File: src/rtl/music_pkg.sv
// rtl/music_pkg.sv - shared widths and defaults for the song_reader / voice_allocator / note_player path
package music_pkg;

   localparam int NUM_VOICES_DEF = 3;
   localparam int NOTE_W_DEF     = 6;
   localparam int DUR_W_DEF      = 6;
   localparam int STEAL_CNT_W    = 8;

   // Width of an age rank able to hold 0..n-1; a single voice still gets one bit.
   function automatic int rank_width(input int n);
      return (n > 1) ? $clog2(n) : 1;
   endfunction

endpackage

File: src/rtl/voice_allocator_pick.sv
// rtl/voice_allocator_pick.sv - lowest-index free-voice priority encoder
module voice_pick
   import music_pkg::*;
#(
   parameter int NUM_VOICES = NUM_VOICES_DEF
) (
   input  logic [NUM_VOICES-1:0] free_i,
   output logic [NUM_VOICES-1:0] onehot_o,
   output logic                  any_free_o
);

   always_comb begin
      onehot_o = '0;
      // Scan high to low so the lowest free index is the last one written.
      for (int i = NUM_VOICES - 1; i >= 0; i--) begin
         if (free_i[i]) begin
            onehot_o    = '0;
            onehot_o[i] = 1'b1;
         end
      end
      any_free_o = |free_i;
   end

endmodule

File: src/rtl/voice_allocator.sv
// rtl/voice_allocator.sv - assigns note requests to note_player voices with oldest-voice stealing
module voice_allocator
   import music_pkg::*;
#(
   parameter int NUM_VOICES = NUM_VOICES_DEF,
   parameter int NOTE_W     = NOTE_W_DEF,
   parameter int DUR_W      = DUR_W_DEF
) (
   input  logic                   clk,
   input  logic                   reset,
   input  logic                   flush,
   input  logic                   steal_enable,
   input  logic                   req_valid,
   input  logic [NOTE_W-1:0]      req_note,
   input  logic [DUR_W-1:0]       req_duration,
   output logic                   req_ready,
   input  logic [NUM_VOICES-1:0]  done_with_note,
   output logic [NUM_VOICES-1:0]  load_new_note,
   output logic [NOTE_W-1:0]      note_to_load,
   output logic [DUR_W-1:0]       duration_to_load,
   output logic [NUM_VOICES-1:0]  voice_busy,
   output logic [STEAL_CNT_W-1:0] steal_count
);

   localparam int RANK_W = rank_width(NUM_VOICES);
   localparam logic [RANK_W-1:0] OLDEST = RANK_W'(NUM_VOICES - 1);

   logic [NUM_VOICES-1:0]  busy_q, busy_d;
   logic [RANK_W-1:0]      rank_q [NUM_VOICES];
   logic [RANK_W-1:0]      rank_d [NUM_VOICES];
   logic [NUM_VOICES-1:0]  load_q, load_d;
   logic [NOTE_W-1:0]      note_q, note_d;
   logic [DUR_W-1:0]       dur_q, dur_d;
   logic [STEAL_CNT_W-1:0] steal_q, steal_d;

   logic [NUM_VOICES-1:0]  free;
   logic [NUM_VOICES-1:0]  pick_oh;
   logic [NUM_VOICES-1:0]  steal_oh;
   logic [NUM_VOICES-1:0]  sel_oh;
   logic [RANK_W-1:0]      sel_rank;
   logic                   any_free;
   logic                   accept;

   voice_pick #(
      .NUM_VOICES(NUM_VOICES)
   ) u_pick (
      .free_i    (free),
      .onehot_o  (pick_oh),
      .any_free_o(any_free)
   );

   // A voice finishing this cycle is already reusable.
   always_comb begin
      free      = ~(busy_q & ~done_with_note);
      req_ready = ~flush & (any_free | steal_enable);
      accept    = req_valid & req_ready;
      steal_oh  = '0;
      for (int i = 0; i < NUM_VOICES; i++) begin
         if (rank_q[i] == OLDEST) steal_oh[i] = 1'b1;
      end
      sel_oh   = any_free ? pick_oh : steal_oh;
      sel_rank = '0;
      for (int i = 0; i < NUM_VOICES; i++) begin
         if (sel_oh[i]) sel_rank = rank_q[i];
      end
   end

   always_comb begin
      busy_d  = busy_q & ~done_with_note;
      rank_d  = rank_q;
      load_d  = '0;
      note_d  = note_q;
      dur_d   = dur_q;
      steal_d = steal_q;
      if (flush) begin
         busy_d  = '0;
         steal_d = '0;
         for (int i = 0; i < NUM_VOICES; i++) rank_d[i] = RANK_W'(i);
      end else if (accept) begin
         busy_d = busy_d | sel_oh;
         load_d = sel_oh;
         note_d = req_note;
         dur_d  = req_duration;
         if (!any_free && (steal_q != '1)) steal_d = steal_q + 1'b1;
         // Selected voice becomes newest; everything younger than it ages by one.
         for (int i = 0; i < NUM_VOICES; i++) begin
            if (sel_oh[i])                rank_d[i] = '0;
            else if (rank_q[i] < sel_rank) rank_d[i] = rank_q[i] + 1'b1;
         end
      end
   end

   always_ff @(posedge clk or negedge reset) begin
      if (!reset) begin
         busy_q  <= '0;
         load_q  <= '0;
         note_q  <= '0;
         dur_q   <= '0;
         steal_q <= '0;
         for (int i = 0; i < NUM_VOICES; i++) rank_q[i] <= RANK_W'(i);
      end else begin
         busy_q  <= busy_d;
         load_q  <= load_d;
         note_q  <= note_d;
         dur_q   <= dur_d;
         steal_q <= steal_d;
         rank_q  <= rank_d;
      end
   end

   assign load_new_note    = load_q;
   assign note_to_load     = note_q;
   assign duration_to_load = dur_q;
   assign voice_busy       = busy_q;
   assign steal_count      = steal_q;

endmodule

File: config.mk
export PLATFORM = sky130hd
export DESIGN_NAME = voice_allocator
export DESIGN_NICKNAME = d
export VERILOG_FILES = /design/src/rtl/music_pkg.sv /design/src/rtl/voice_allocator_pick.sv /design/src/rtl/voice_allocator.sv
export SDC_FILE = /design/constraint.sdc
export NUM_CORES = 1
export LEC_CHECK = 0
export CORE_ASPECT_RATIO = 2
export CORE_UTILIZATION = 44
export CTS_CLUSTER_DIAMETER = 100
export CTS_CLUSTER_SIZE = 10
export DETAILED_ROUTE_END_ITERATION = 8
export PLACE_DENSITY = 0.76
export REMOVE_ABC_BUFFERS = 1
export SLEW_MARGIN = 20
export SYNTH_ARGS = -nofsm -noshare
export SYNTH_HDL_FRONTEND = slang
export SYNTH_SLANG_ARGS = --single-unit
File: constraint.sdc
create_clock -name clk -period 2.15 [get_ports clk]
set_input_delay 0.215 -clock clk [delete_from_list [all_inputs] [get_ports clk]]
set_output_delay 0.215 -clock clk [all_outputs]
set_load 0.03 [all_outputs]
Yosys cells after proc, flatten, opt, wreduce, memory -nomap -nowiden
Index checks and enable logic that the tools add are counted.

Flip-flop bits (word level): 32. Bits of input ports: 20. Output and inout port bits: 27. Logic and storage cells: 65.

Add/sub/neg operators: 4. $lt $le $gt $ge: 3. Equality and inequality tests: 4. Multiplexer cells: 25. Bitwise operators: 8. Reduce and logical (&&, ||, !) cells: 13.

Operator list (number): $mux W3 (8); $mux W8 (3); $mux W2 (9); $mux W6 (2); $reduce_and A2 Y1 (5); $reduce_bool A3 Y1 (3); $add A8 B1 Y8 const B (1); $ne A8 B8 Y1 const B (1); $add A2 B1 Y2 const B (3); $eq A2 B2 Y1 const B (3); $lt A2 B2 Y1 (3); $not A3 Y3 (2); $reduce_bool A2 Y1 (2); $and A3 B3 Y3 (1); $mux W1 (3); $or A3 B3 Y3 (1); $reduce_or A3 Y1 (1); $and A1 B1 Y1 (2); $logic_and A1 B1 Y1 (1); $logic_not A1 Y1 (1); $not A1 Y1 (1); $or A1 B1 Y1 (1).

Depth between registers and ports, before layout
Gate-level depths: netlist of the first run.

Depth after elaboration: 15. Gate-level depth with buffers: 9.

By module
A second synthesis of the first run with hierarchy kept.

Cell total of the unflattened synthesis: 163. Area, all modules: 1734.2 um^2.

Modules (own cells, without submodules): voice_allocator (instances 1, cells an instance 159, area each 1706.6 um^2, sequential area each 803.3 um^2); voice_pick (instances 1, cells an instance 4, area each 27.5 um^2, sequential area each 0.0 um^2).

Least setup slack after synthesis of the first run
OpenSTA, ideal clock, no wires.

Path type: register to register. Start point: reg busy_q[1], in the netlist voice_busy[1]. End point: reg dur_q[0], in the netlist duration_to_load[0]. Arrival time: 2.092 ns. Slack: -0.058 ns. Cell stages (with the launch flop): 7. Buffers on the path: 1. Period minus slack after synthesis: 2.208 ns. Cells stage by stage: dfrtp_1 and4bb_2 a31oi_1 nand2_1 clkbuf_1 nand2_1 nand2_1.

Word-level cells in the longest chain between the ends: 7.

Ends and longest elaborated chain: from (decl) (line voice_allocator.sv:28) `logic [NUM_VOICES-1:0] busy_q, busy_d;`; from (signal assigned) (line voice_allocator.sv:102) `busy_q <= busy_d;`; $and A3 B3 Y3 (line voice_allocator.sv:54) `free = ~(busy_q & ~done_with_note);`; $not A3 Y3 (line voice_allocator.sv:54); $reduce_or A3 Y1 (line voice_allocator_pick.sv:21) `any_free_o = |free_i;`; $or A1 B1 Y1 (line voice_allocator.sv:55) `req_ready = ~flush & (any_free | steal_enable);`; $and A1 B1 Y1 (line voice_allocator.sv:55); net req_ready (line voice_allocator.sv:16) `output logic req_ready,`; $and A1 B1 Y1 (line voice_allocator.sv:56) `accept = req_valid & req_ready;`; $reduce_and A2 Y1 (no line); to (signal assigned) (line voice_allocator.sv:105) `dur_q <= dur_d;`; to (decl) (line voice_allocator.sv:33) `logic [DUR_W-1:0] dur_q, dur_d;`.

The timed path passes the listed nets, and every way through them passes these cells. A chain may end at the register's enable or synchronous reset.

Final worst setup path of the first run
Start point: reg rank_q[2] (netlist name). End point: reg rank_q[5] (netlist name).

Word-level cells in the longest chain between the ends: 8.

Ends and longest elaborated chain: from (decl) (line voice_allocator.sv:29) `logic [RANK_W-1:0] rank_q [NUM_VOICES];`; from (signal assigned) (line voice_allocator.sv:107) `rank_q <= rank_d;`; $eq A2 B2 Y1 (line voice_allocator.sv:59) `if (rank_q[i] == OLDEST) steal_oh[i] = 1'b1;`; $mux W1 (line voice_allocator.sv:59); $mux W3 (line voice_allocator.sv:61) `sel_oh = any_free ? pick_oh : steal_oh;`; $mux W2 (*) (2 in a row) (line voice_allocator.sv:64) `if (sel_oh[i]) sel_rank = rank_q[i];`; $lt A2 B2 Y1 (*) (line voice_allocator.sv:88) `else if (rank_q[i] < sel_rank) rank_d[i] = rank_q[i] + 1'b1;`; $reduce_bool A3 Y1 (no line) (*); $reduce_and A2 Y1 (no line) (*).

Mark *: on every way between the ends. The rest lies on a longest branch, timed or not.

==> summary.md, run 1 <==
| Metric | Value |
|---|---|
| Final setup TNS | `0 ns` |
| Yosys cell types | `54` |
| Dominant synthesized flop cell | `dfrtp_1` |
| Final Hold Viols | `0` |
| Global-route usage over all layers | `26.0%` |
| Area contributors post-synth | `dfrtp_1 42%, nand2_1 9.2%, nor2_1 3.1%` |
| Slew @ Worst Pin | `0.521 ns` |
| Net count, final | `300` |
| MaxCap Viol Count | `0` |
| First-pass GRT wire length | `between 8000 and 9000 µm` |
| Ant. Diodes | `0` |
| Worst reg2reg path depth | `8` |
| FP Rows | `32` |
| Period utilization | `99.0%` |
| Top-area cell type share of the netlist area | `41.7%` |
| Most frequent cells in the layout | `45 x clkdlybuf4s50_1, 44 x nand2_1, 32 x buf_4` |
| Worst setup margin | `0.0206 ns` |
| Chip Width | `about 47 µm` |
| Yosys reg bits | `32` |
| Final Hold Slack | `0.326 ns` |
| Worst Path Arrival | `between 2 and 2.5 ns` |
| Yosys top cell by area | `dfrtp_1` |
| Worst Setup End Kind | `flop` |
| CORE AREA | `between 0.003 and 0.004 mm²` |
| Post-Layout Cell Count | `328` |
| Gpl congestion | `1.04` |
| Vias in the first global route | `1783` |
| CTS tree | `yes` |
| Number of setup violations in the final report | `0` |
| DR vias/cell | `5.42` |
| Area Overhead vs Synth | `52.8%` |
| Sequential share of the synthesized area | `44.6%` |
| I/O Pins | `47` |
| Overflow left after global routing | `0` |
| Worst EP required | `2.38 ns` |
| DRT iter0 DRCs | `43` |
| Synth warn | `0` |
| Later-pin clock latency in the skew report | `about 0.29 ns` |
| RSZ-0062 raised after global routing | `yes` |
| Worst slew margin | `65.0%` |
| DP Worst Slack | `-0.216 ns` |
| Mapped Cells | `199` |
| Crit path time final | `2.13 ns` |
| Die height | `92.4 µm` |
| Leak | `roughly 1.2 nW` |
| Drt first pass iters | `6` |
| Status | `finished, final reports clean` |
| Initial antenna violation count | `0` |
| Inserted Clock Buffers | `5` |
| Pin count of the biggest net entering global routing | `33` |
| DP HPWL | `3690 µm` |
| Crit path max fanout | `3` |
| Max Freq | `approximately 0.47 GHz` |
| Mapped Area | `0.00180 mm²` |
| Die area | `0.00436 mm²` |
| Root Driver | `clkbuf_8` |
| FF+latch area | `roughly 800 µm²` |
| Final wirelength | `between 5000 and 6000 µm` |
| Placed Instances | `317` |
| Hold WC Path Type | `input port to asynchronous set/reset pin` |
| Startpoint class of the critical path | `flop` |
| Setup Skew | `0.00880 ns` |
| Clk sinks | `32` |
| Most common library cell in the layout ignoring fill and taps | `clkdlybuf4s50_1` |
| Final ANT Viol Nets | `0` |
| Via Count | `1779` |
| Worst-path clk slew | `0.07 ns` |
| Port Buf Inserts | `46` |
| Drc violations | `0` |
| Cell area power density | `591 mW/mm²` |
| Worst IR Drop VDD | `634 µV` |
| Fillers | `312` |
| Final Max Slew Viols | `0` |
| Mean Syn Cell Area | `9.04 µm²` |
| H-tree Lvls | `2` |
| Number of flops mapped to enable cells by yosys | `0` |
| Critical setup path kind | `flop to flop` |
| Share of cells above drive strength 1 | `24.5%` |
| WL/cell | `15.3 µm` |
| Area occupied by multi-input gates | `0.00103 mm²` |
| Clock Tree Buf Depth | `2` |
| Initial Util | `46.3%` |
| FFs w/ async S/R, synth | `100%` |
==> report_power, final <==
group	total [mW]	switching, mW	internal (mW)
clock	0.639	0.231	0.409
sequential	0.662	0.0231	0.639
combinational	0.324	0.179	0.144
total	1.63	0.433	1.19
==> per-layer routing <==
layer / GRT usage [%] / share of wire, % / routed length, µm
met1: 26.4 / 35 / 1780
met2: 45.7 / 56 / 2830
met3: 3.70 / 3.6 / 181
met4: 16.0 / 5.0 / 250
met5: 0 / 0 / 0
==> critical path, cell delays in order, from the launching register on <==
cell and delay (ns):
dfstp_2 0.54, inv_2 0.05, ha_4 0.17, nand2b_4 0.15
o22ai_2 0.08, mux2i_1 0.08, a2111o_1 0.49, a2111oi_4 0.37
a211o_1 0.13
==> final cells by class <==
| cell class | instances | area share (%) |
|---|---|---|
| multi-input combinational | 152 | 37.6 |
| tap | 51 | 2.32 |
| timing repair buffer | 77 | 25.1 |
| clock inverter | 1 | 1.09 |
| sequential | 32 | 29.2 |
| clock buffer | 7 | 3.50 |
| inverter | 8 | 1.09 |
==> logic make-up (layout without fill, tap and decap cells) <==
kind of cell	count (synthesis)	in the layout	share of synthesized area, %
compound gates	46	46	18.8
flops	32	32	44.6
mux	3	3	1.67
simple gates	95	95	26.5
fa+ha+maj	4	4	2.78
xor+xnor	4	4	1.95
buf+inv	15	93	3.62
==> registers in the layout (all words and copies together), names as in the netlist <==
signal,flops
voice_busy,3
steal_count,8
rank_q,6
load_new_note,3
note_to_load,6
duration_to_load,6
==> final timing paths <==
| check | slack [ns] | endpoint | startpoint |
|---|---|---|---|
| max in group asynchronous | 1.50 | rank_q[2]$_DFFE_PN1P_ | reset |
| worst max register to register | 0.02 | rank_q[5]$_DFFE_PN0P_ | rank_q[2]$_DFFE_PN1P_ |
| worst max-delay path | 0.02 | rank_q[5]$_DFFE_PN0P_ | rank_q[2]$_DFFE_PN1P_ |
| worst min-delay path | 0.33 | load_new_note[1]$_DFF_PN0_ | reset |
| worst min register to register | 0.47 | duration_to_load[1]$_DFFE_PN0P_ | duration_to_load[1]$_DFFE_PN0P_ |
| min in group clk | 0.46 | duration_to_load[1]$_DFFE_PN0P_ | req_duration[1] |
==> through the flow <==
| step | utilization [%] | cell area, µm² | power (mW) |
|---|---|---|---|
| after floorplan | - | 1760 | 0.812 |
| after global placement | 64.3 | 2500 | 0.984 |
| after detailed placement | 64.3 | 2500 | 0.987 |
| after CTS | 68.6 | 2660 | 1.63 |
| after global routing | 70.8 | 2750 | 1.68 |
| final | 70.8 | 2750 | 1.63 |
==> cells in the mapped netlist (2+ instances only) <==
cell	number
a211o_1	2
a21oi_1	9
a22oi_1	2
a31oi_1	2
buf_4	2
clkbuf_1	4
dfrtp_1	30
dfstp_2	2
ha_1	4
inv_1	8
mux2i_1	3
nand2_1	44
nand2b_1	3
nand3_1	3
nand3b_1	2
nor2_1	15
nor2b_1	3
nor3_1	6
nor3b_1	2
nor4_1	2
o211ai_1	2
o21ai_0	10
o22ai_1	2
or2_1	2
or3_1	3
xnor2_1	4
==> timing repair <==
action / in CTS / in global routing
pin swaps: 3 / 9
endpoints found under the setup margin: 6 / 6
resized for setup: 7 / 15
setup buffers: 1 / 2
hold buffers: 0 / 0
(Power assumes the default switching activity.)
==> run 2: changes to the inputs <==
- ABC_AREA: default -> 1
- ABC_CLOCK_PERIOD_IN_PS: default -> 2150
- CORE_ASPECT_RATIO: 2 -> default
- CORE_UTILIZATION: 44 -> 43
- PLACE_DENSITY: 0.76 -> 0.75
==> run 2 against run 1 <==
Clock power decreased by 28%. Sequential cell count unchanged. Final cell count decreased by 1.2%. Sequential power increased by 6.0%. Via count decreased by 11%. Utilization decreased by 7.4 points. Synthesized cell count increased by 9.5%. Non-clock buffer count decreased by 24. Clock-buffer cell count decreased by 2. Power decreased by 5.9%.
==> summary.md, run 2 <==
| Metric | Value |
|---|---|
| Status | `finished, final reports clean (unchanged)` |
| First-pass GRT wire length | `6770 µm (was 8050 µm)` |
| Final wirelength | `3980 µm (was 5030 µm)` |
| Later-pin clock latency in the skew report | `0.29 ns (about the same)` |
| Share of cells above drive strength 1 | `15.6% (was 24.5%)` |
| Final setup TNS | `0 ns (unchanged)` |
| H-tree Lvls | `2 (unchanged)` |
| Final Hold Slack | `0.317 ns (was 0.326 ns)` |
| Number of flops mapped to enable cells by yosys | `0 (unchanged)` |
| I/O Pins | `47 (unchanged)` |
| DP HPWL | `2800 µm (was 3690 µm)` |
| Yosys reg bits | `32 (unchanged)` |
| Internal | `1.04 mW (was 1.19 mW)` |
| CTS tree | `yes (unchanged)` |
| Psw | `0.487 mW (was 0.433 mW)` |
| DP Worst Slack | `0.0290 ns (was -0.216 ns)` |
| Reg power frac | `45.9% (was 40.8%)` |
| Initial Util | `46.2% (was 46.3%)` |
| Chip Width | `65.7 µm (was 47.2 µm)` |
| Cell area power density | `641 mW/mm² (was 591 mW/mm²)` |
| Final Hold Viols | `0 (unchanged)` |
| Net count, final | `299 (was 300)` |
| Area contributors post-synth | `dfrtp_1 43%, nand2_1 16%, nand3_1 5.2% (was dfrtp_1 42%, nand2_1 9.2%, nor2_1 3.1%)` |
| Sequential share of the synthesized area | `46.1% (was 44.6%)` |
| Number of setup violations in the final report | `0 (unchanged)` |
| Via Count | `1576 (was 1779)` |
| Worst Setup End Kind | `flop (unchanged)` |
| Crit path time final | `1.88 ns (was 2.13 ns)` |
| Inserted Clock Buffers | `5 (unchanged)` |
| Most frequent cells in the layout | `75 x nand2_1, 45 x clkdlybuf4s50_1, 30 x dfrtp_1 (was 45 x clkdlybuf4s50_1, 44 x nand2_1, 32 x buf_4)` |
| DRT iter0 DRCs | `99 (was 43)` |
| Yosys top cell by area | `dfrtp_1 (unchanged)` |
| Worst EP required | `2.33 ns (was 2.38 ns)` |
| Final Max Slew Viols | `0 (unchanged)` |
| Drc violations | `0 (unchanged)` |
| Clk sinks | `32 (unchanged)` |
| Synth top cells by count | `75 x nand2_1, 30 x dfrtp_1, 23 x inv_1 (was 44 x nand2_1, 30 x dfrtp_1, 15 x nor2_1)` |
| Global-route usage over all layers | `21.0% (was 26.0%)` |
| Critical setup path kind | `flop to flop (unchanged)` |
| Mapped Area | `0.00174 mm² (was 0.00180 mm²)` |
| Port Buf Inserts | `46 (unchanged)` |
| Final ANT Viol Nets | `0 (unchanged)` |
| Max FFs per register | `8 (unchanged)` |
| CTS Hold Bufs | `0 (unchanged)` |
| Ant. Diodes | `0 (unchanged)` |
| Vias in the first global route | `1559 (was 1783)` |
| Switching part of the total | `31.8% (was 26.6%)` |
| Clock network power share | `29.9% (was 39.3%)` |
| Area Overhead vs Synth | `37.0% (was 52.8%)` |
| Most common library cell in the layout ignoring fill and taps | `nand2_1 (was clkdlybuf4s50_1)` |
| Startpoint class of the critical path | `flop (unchanged)` |
| RSZ-0062 raised after global routing | `no (was yes)` |
| Post-DP Area | `0.00228 mm² (was 0.00250 mm²)` |
| Gate power share | `24.2% (was 19.9%)` |
| Yosys cell types | `30 (was 54)` |
| Worst slew margin | `73.6% (was 65.0%)` |
| Fillers | `315 (was 312)` |
| Drt first pass iters | `4 (was 6)` |
| Crit path max fanout | `5 (was 3)` |
| Mean Syn Cell Area | `8.00 µm² (was 9.04 µm²)` |
| FF-to-FF setup slack | `0.27 ns (was 0.02 ns)` |
| Hold WC Path Type | `input port to asynchronous set/reset pin (unchanged)` |
| FF+latch area | `803 µm² (unchanged)` |
| FP Rows | `22 (was 32)` |
| Period utilization | `87.4% (was 99.0%)` |
| Mapped Cells | `218 (was 199)` |
| Worst setup margin | `0.270 ns (was 0.0206 ns)` |
| Pin count of the biggest net entering global routing | `33 (unchanged)` |
| Worst IR Drop VDD | `378 µV (was 634 µV)` |
| Overflow left after global routing | `0 (unchanged)` |
| WL/cell | `12.3 µm (was 15.3 µm)` |
| Setup Skew | `0.00643 ns (was 0.00880 ns)` |
| Top-area cell type share of the netlist area | `43.1% (was 41.7%)` |
| Design area | `0.00239 mm² (was 0.00275 mm²)` |
| Top-count cell post-synth | `nand2_1 (unchanged)` |
| FFs w/ async S/R, synth | `100% (unchanged)` |
| Total power | `1.53 mW (was 1.63 mW)` |
| DR vias/cell | `4.86 (was 5.42)` |
| Dominant synthesized flop cell | `dfrtp_1 (unchanged)` |
| Area occupied by multi-input gates | `810 µm² (was 0.00103 mm²)` |
| Leak | `1.18 nW (about the same)` |
| Worst-path clk slew | `0.07 ns (about the same)` |
| CORE AREA | `0.00377 mm² (was 0.00388 mm²)` |
| Clock Tree Buf Depth | `2 (unchanged)` |
| Root Driver | `clkbuf_8 (unchanged)` |
| MaxCap Viol Count | `0 (unchanged)` |
| Die area | `0.00431 mm² (was 0.00436 mm²)` |
| Slew @ Worst Pin | `0.395 ns (was 0.521 ns)` |
| Gpl congestion | `0.804 (was 1.04)` |
| Synth warn | `0 (unchanged)` |
| Die height | `65.7 µm (was 92.4 µm)` |
| Initial antenna violation count | `0 (unchanged)` |
| Worst Path Arrival | `2.06 ns (was 2.36 ns)` |
| Max Freq | `0.532 GHz (was 0.470 GHz)` |
[run 2: path summary, 6_finish.rpt]
check	startpoint	endpoint	cells past startpoint
worst max-delay path	rank_q[2]$_DFFE_PN1P_	rank_q[0]$_DFFE_PN0P_	12
worst min-delay path	reset	steal_count[4]$_DFFE_PN0P_	2
worst max register to register	rank_q[2]$_DFFE_PN1P_	rank_q[0]$_DFFE_PN0P_	12
worst min register to register	duration_to_load[3]$_DFFE_PN0P_	duration_to_load[3]$_DFFE_PN0P_	2
max in group asynchronous	reset	rank_q[2]$_DFFE_PN1P_	2
min in group clk	req_note[4]	note_to_load[4]$_DFFE_PN0P_	3
[run 2: per-stage QoR]
step,cells,utilization (%)
after global placement,313,60.4
after CTS,321,62.7
final,324,63.3
after global routing,324,63.3
after floorplan,215,-
after detailed placement,313,60.4
[run 2: area by class of cell]
class | instances | share of cell area, %
Timing Repair Buffer | 53 | 21.6
Clock inverter | 3 | 0.786
Tap cell | 48 | 2.51
Inverter | 30 | 4.71
Multi-Input combinational cell | 153 | 33.9
Clock buffer | 5 | 2.88
Sequential cell | 32 | 33.6
[run 2: power groups by stage]
| stage | clock network [mW] | logic [mW] | registers [mW] |
|---|---|---|---|
| CTS | 0.469 | 0.359 | 0.706 |
| global route | 0.501 | 0.412 | 0.708 |
| finish | 0.458 | 0.370 | 0.702 |
| detailed placement | 0 | 0.356 | 0.714 |
| global placement | 0 | 0.347 | 0.715 |
| floorplan | 0 | 0.137 | 0.769 |
[run 2: worst max-delay path, stage by stage, from the launching register on]
cell and delay, ns:
dfstp_2 0.53, inv_1 0.04, ha_1 0.19, nand3_1 0.08, nand2_1 0.09, nand2_2 0.12
nand3_1 0.11, nand2_2 0.15, nor2_1 0.07, o21ai_2 0.19, nand2_1 0.10, nand2_1 0.06
nand2_1 0.04
[run 2: kinds of logic after synthesis]
kind of cell             share of synthesized area (%)
XOR/XNOR                                          2.01
AND/OR/NAND/NOR                                   33.6
buffers and inverters                             7.47
flip-flops                                        46.1
adder cells (fa/ha/maj)                           2.87
AO/OA/AOI/OAI                                     7.97
[run 2: layer usage]
metal  global-route usage [%]  routed length (µm)
met1                     24.6                1780
met2                     35.2                1820
met4                     9.24                  82
met3                     6.25                 299
met5                        0                   0
[run 2: what timing repair did]
item,4_1_cts,5_1_grt
setup buffers,0,3
setup endpoints to repair,0,3
resized for setup,0,1
==> run 3: changes to the inputs <==
- ABC_CLOCK_PERIOD_IN_PS: 2150 -> 2300
- CORE_UTILIZATION: 43 -> 52
- PLACE_DENSITY: 0.75 -> 0.85
- clock period: 2.15 -> 2.3 ns (I/O delays scaled with it)
==> run 3 against run 2 <==
Worst setup slack lost 0.12 ns. Critical endpoint is now req_ready. Largest cell class unchanged. Register-to-register slack gained 0.12 ns. Worst hold slack got worse by 0.032 ns. Wire length shrank 11%. First-iteration DRC count decreased by 55%. Die area decreased by 17%.
==> summary.md, run 3 (same netlist as run 2, synthesis figures left out) <==
| Metric | Value |
|---|---|
| Area Overhead vs Synth | `34.2% (was 37.0%)` |
| Post-CTS Setup Inserts | `0 (unchanged)` |
| CTS tree | `yes (unchanged)` |
| Root Driver | `clkbuf_4 (was clkbuf_8)` |
| Max Freq | `0.464 GHz` |
| Clock Tree Buf Depth | `2 (unchanged)` |
| Share of cells above drive strength 1 | `14.0% (was 15.6%)` |
| Drc violations | `0 (unchanged)` |
| Net count, final | `295 (was 299)` |
| Cell area power density | `597 mW/mm² (was 641 mW/mm²)` |
| Final setup TNS | `0 ns (unchanged)` |
| Die height | `59.9 µm (was 65.7 µm)` |
| DRT iter0 DRCs | `45 (was 99)` |
| Max FFs per register | `8 (unchanged)` |
| Worst slew margin | `72.5% (was 73.6%)` |
| MaxCap Viol Count | `0 (unchanged)` |
| Crit path top cell by count | `nand2_2 (was nand2_1)` |
| Ant. Diodes | `0 (unchanged)` |
| Port Buf Inserts | `46 (unchanged)` |
| Crit-path cells | `nand2_2 -> nor2_4 -> nand2_2 -> or2_4 -> nand2_1 -> inv_1 -> clkdlybuf4s50_1 (was inv_1 -> ha_1 -> nand3_1 -> nand2_1 -> nand2_2 -> nand3_1 -> nand2_2 -> nor2_1 -> o21ai_2 -> nand2_1 -> nand2_1 -> nand2_1)` |
| DP HPWL | `2690 µm (was 2800 µm)` |
| Post-DP Area | `0.00226 mm² (was 0.00228 mm²)` |
| I/O Pins | `47 (unchanged)` |
| Final Hold Viols | `0 (unchanged)` |
| Initial Util | `55.7% (was 46.2%)` |
| WL/cell | `11.2 µm (was 12.3 µm)` |
| Slew @ Worst Pin | `0.412 ns (was 0.395 ns)` |
| First-pass GRT wire length | `6010 µm (was 6770 µm)` |
| Max stage delay on crit path | `0.58 ns (was 0.53 ns)` |
| Design area | `0.00234 mm² (was 0.00239 mm²)` |
| Vias in the first global route | `1446 (was 1559)` |
| Gpl congestion | `0.890 (was 0.804)` |
| Startpoint class of the critical path | `flop (unchanged)` |
| Leak | `1.15 nW (was 1.18 nW)` |
| Inserted Clock Buffers | `5 (unchanged)` |
| Later-pin clock latency in the skew report | `0.33 ns (was 0.29 ns)` |
| Worst EP required | `2.07 ns (was 2.33 ns)` |
| CORE AREA | `0.00313 mm² (was 0.00377 mm²)` |
| Most frequent cells in the layout | `75 x nand2_1, 46 x clkdlybuf4s50_1, 30 x dfrtp_1 (was 75 x nand2_1, 45 x clkdlybuf4s50_1, 30 x dfrtp_1)` |
| Post-Layout Cell Count | `316 (was 324)` |
| Final Max Slew Viols | `0 (unchanged)` |
| RSZ-0062 raised after global routing | `no (unchanged)` |
| Worst-path clk slew | `0.10 ns (was 0.07 ns)` |
| Worst Setup End Kind | `primary output (was flop)` |
| Initial antenna violation count | `0 (unchanged)` |
| Total power | `1.40 mW (was 1.53 mW)` |
| Placed Instances | `308 (was 313)` |
| CTS Hold Bufs | `0 (unchanged)` |
| DR vias/cell | `4.94 (was 4.86)` |
| Global-route usage over all layers | `22.7% (was 21.0%)` |
| H-tree Lvls | `2 (unchanged)` |
| Chip Width | `59.9 µm (was 65.7 µm)` |
| Final ANT Viol Nets | `0 (unchanged)` |
| Most common library cell in the layout ignoring fill and taps | `nand2_1 (unchanged)` |
| Crit path max fanout | `3 (was 5)` |
| Hold WC Path Type | `input port to asynchronous set/reset pin (unchanged)` |
| Via Count | `1561 (was 1576)` |
| Cts repair resizes | `0 (unchanged)` |
| Period utilization | `between 90% and 100%` |
| Pin count of the biggest net entering global routing | `33 (unchanged)` |
| Final wirelength | `3550 µm (was 3980 µm)` |
| Worst IR Drop VDD | `439 µV (was 378 µV)` |
| CP max stage cell | `clkdlybuf4s50_1 (was dfstp_2)` |
| FP Rows | `20 (was 22)` |
| Worst Path Arrival | `1.92 ns (was 2.06 ns)` |
| Drt first pass iters | `4 (unchanged)` |
| Setup Skew | `0.0117 ns (was 0.00643 ns)` |
| Number of setup violations in the final report | `0 (unchanged)` |
| CP bufs+invs | `2 (was 1)` |
| Die area | `0.00359 mm² (was 0.00431 mm²)` |
| Crit path time final | `2.15 ns` |
| Critical setup path kind | `flop to primary output (was flop to flop)` |
| Delay-heaviest family, CP | `buffers and inverters (was simple AND/OR/NAND/NOR gates)` |
| Overflow left after global routing | `0 (unchanged)` |
| Layout Utilization | `74.8% (was 63.3%)` |
| Clk sinks | `32 (unchanged)` |
| Status | `finished, final reports clean (unchanged)` |
## run 3: per-stage QoR
step                hold WS [ns]  setup slack [ns]
global route               0.286            0.0619
global placement           0.463             0.182
finish                     0.285             0.146
floorplan                -0.0656             0.506
detailed placement         0.464             0.147
CTS                        0.285             0.113
## run 3: path summary, 6_finish.rpt
path | from | end | slack [ns] | cells after the start
worst min register to register | note_to_load[4]$_DFFE_PN0P_ | note_to_load[4]$_DFFE_PN0P_ | 0.48 | 2
max in group asynchronous | reset | rank_q[1]$_DFFE_PN1P_ | 1.69 | 2
min in group clk | req_duration[3] | duration_to_load[3]$_DFFE_PN0P_ | 0.42 | 3
worst max register to register | rank_q[2]$_DFFE_PN1P_ | rank_q[4]$_DFFE_PN0P_ | 0.39 | 14
worst min-delay path | reset | duration_to_load[4]$_DFFE_PN0P_ | 0.29 | 2
worst max-delay path | voice_busy[0]$_DFF_PN0_ | req_ready | 0.15 | 7
## run 3: final cells by class
class	instances	area, µm²
Clock buffer	6	41.3
Multi-Input combinational cell	153	810
Clock inverter	2	35.0
Sequential cell	32	803
Fill cell	250	788
Timing Repair Buffer	49	483
Inverter	30	113
Tap cell	44	55.1
## run 3: power breakdown
group          internal [mW]  switching [mW]
combinational          0.137           0.188
sequential             0.618          0.0385
clock                  0.228           0.189
total                  0.983           0.415
## run 3: routing by layer
layer | track usage (%) | share of wire [%] | vias to the layer above
met3 | 6.49 | 5.9 | 5
met2 | 39.5 | 49 | 47
li1 | - | - | 791
met4 | 6.98 | 1.2 | 0
met1 | 26.8 | 44 | 718
met5 | 0 | 0 | -
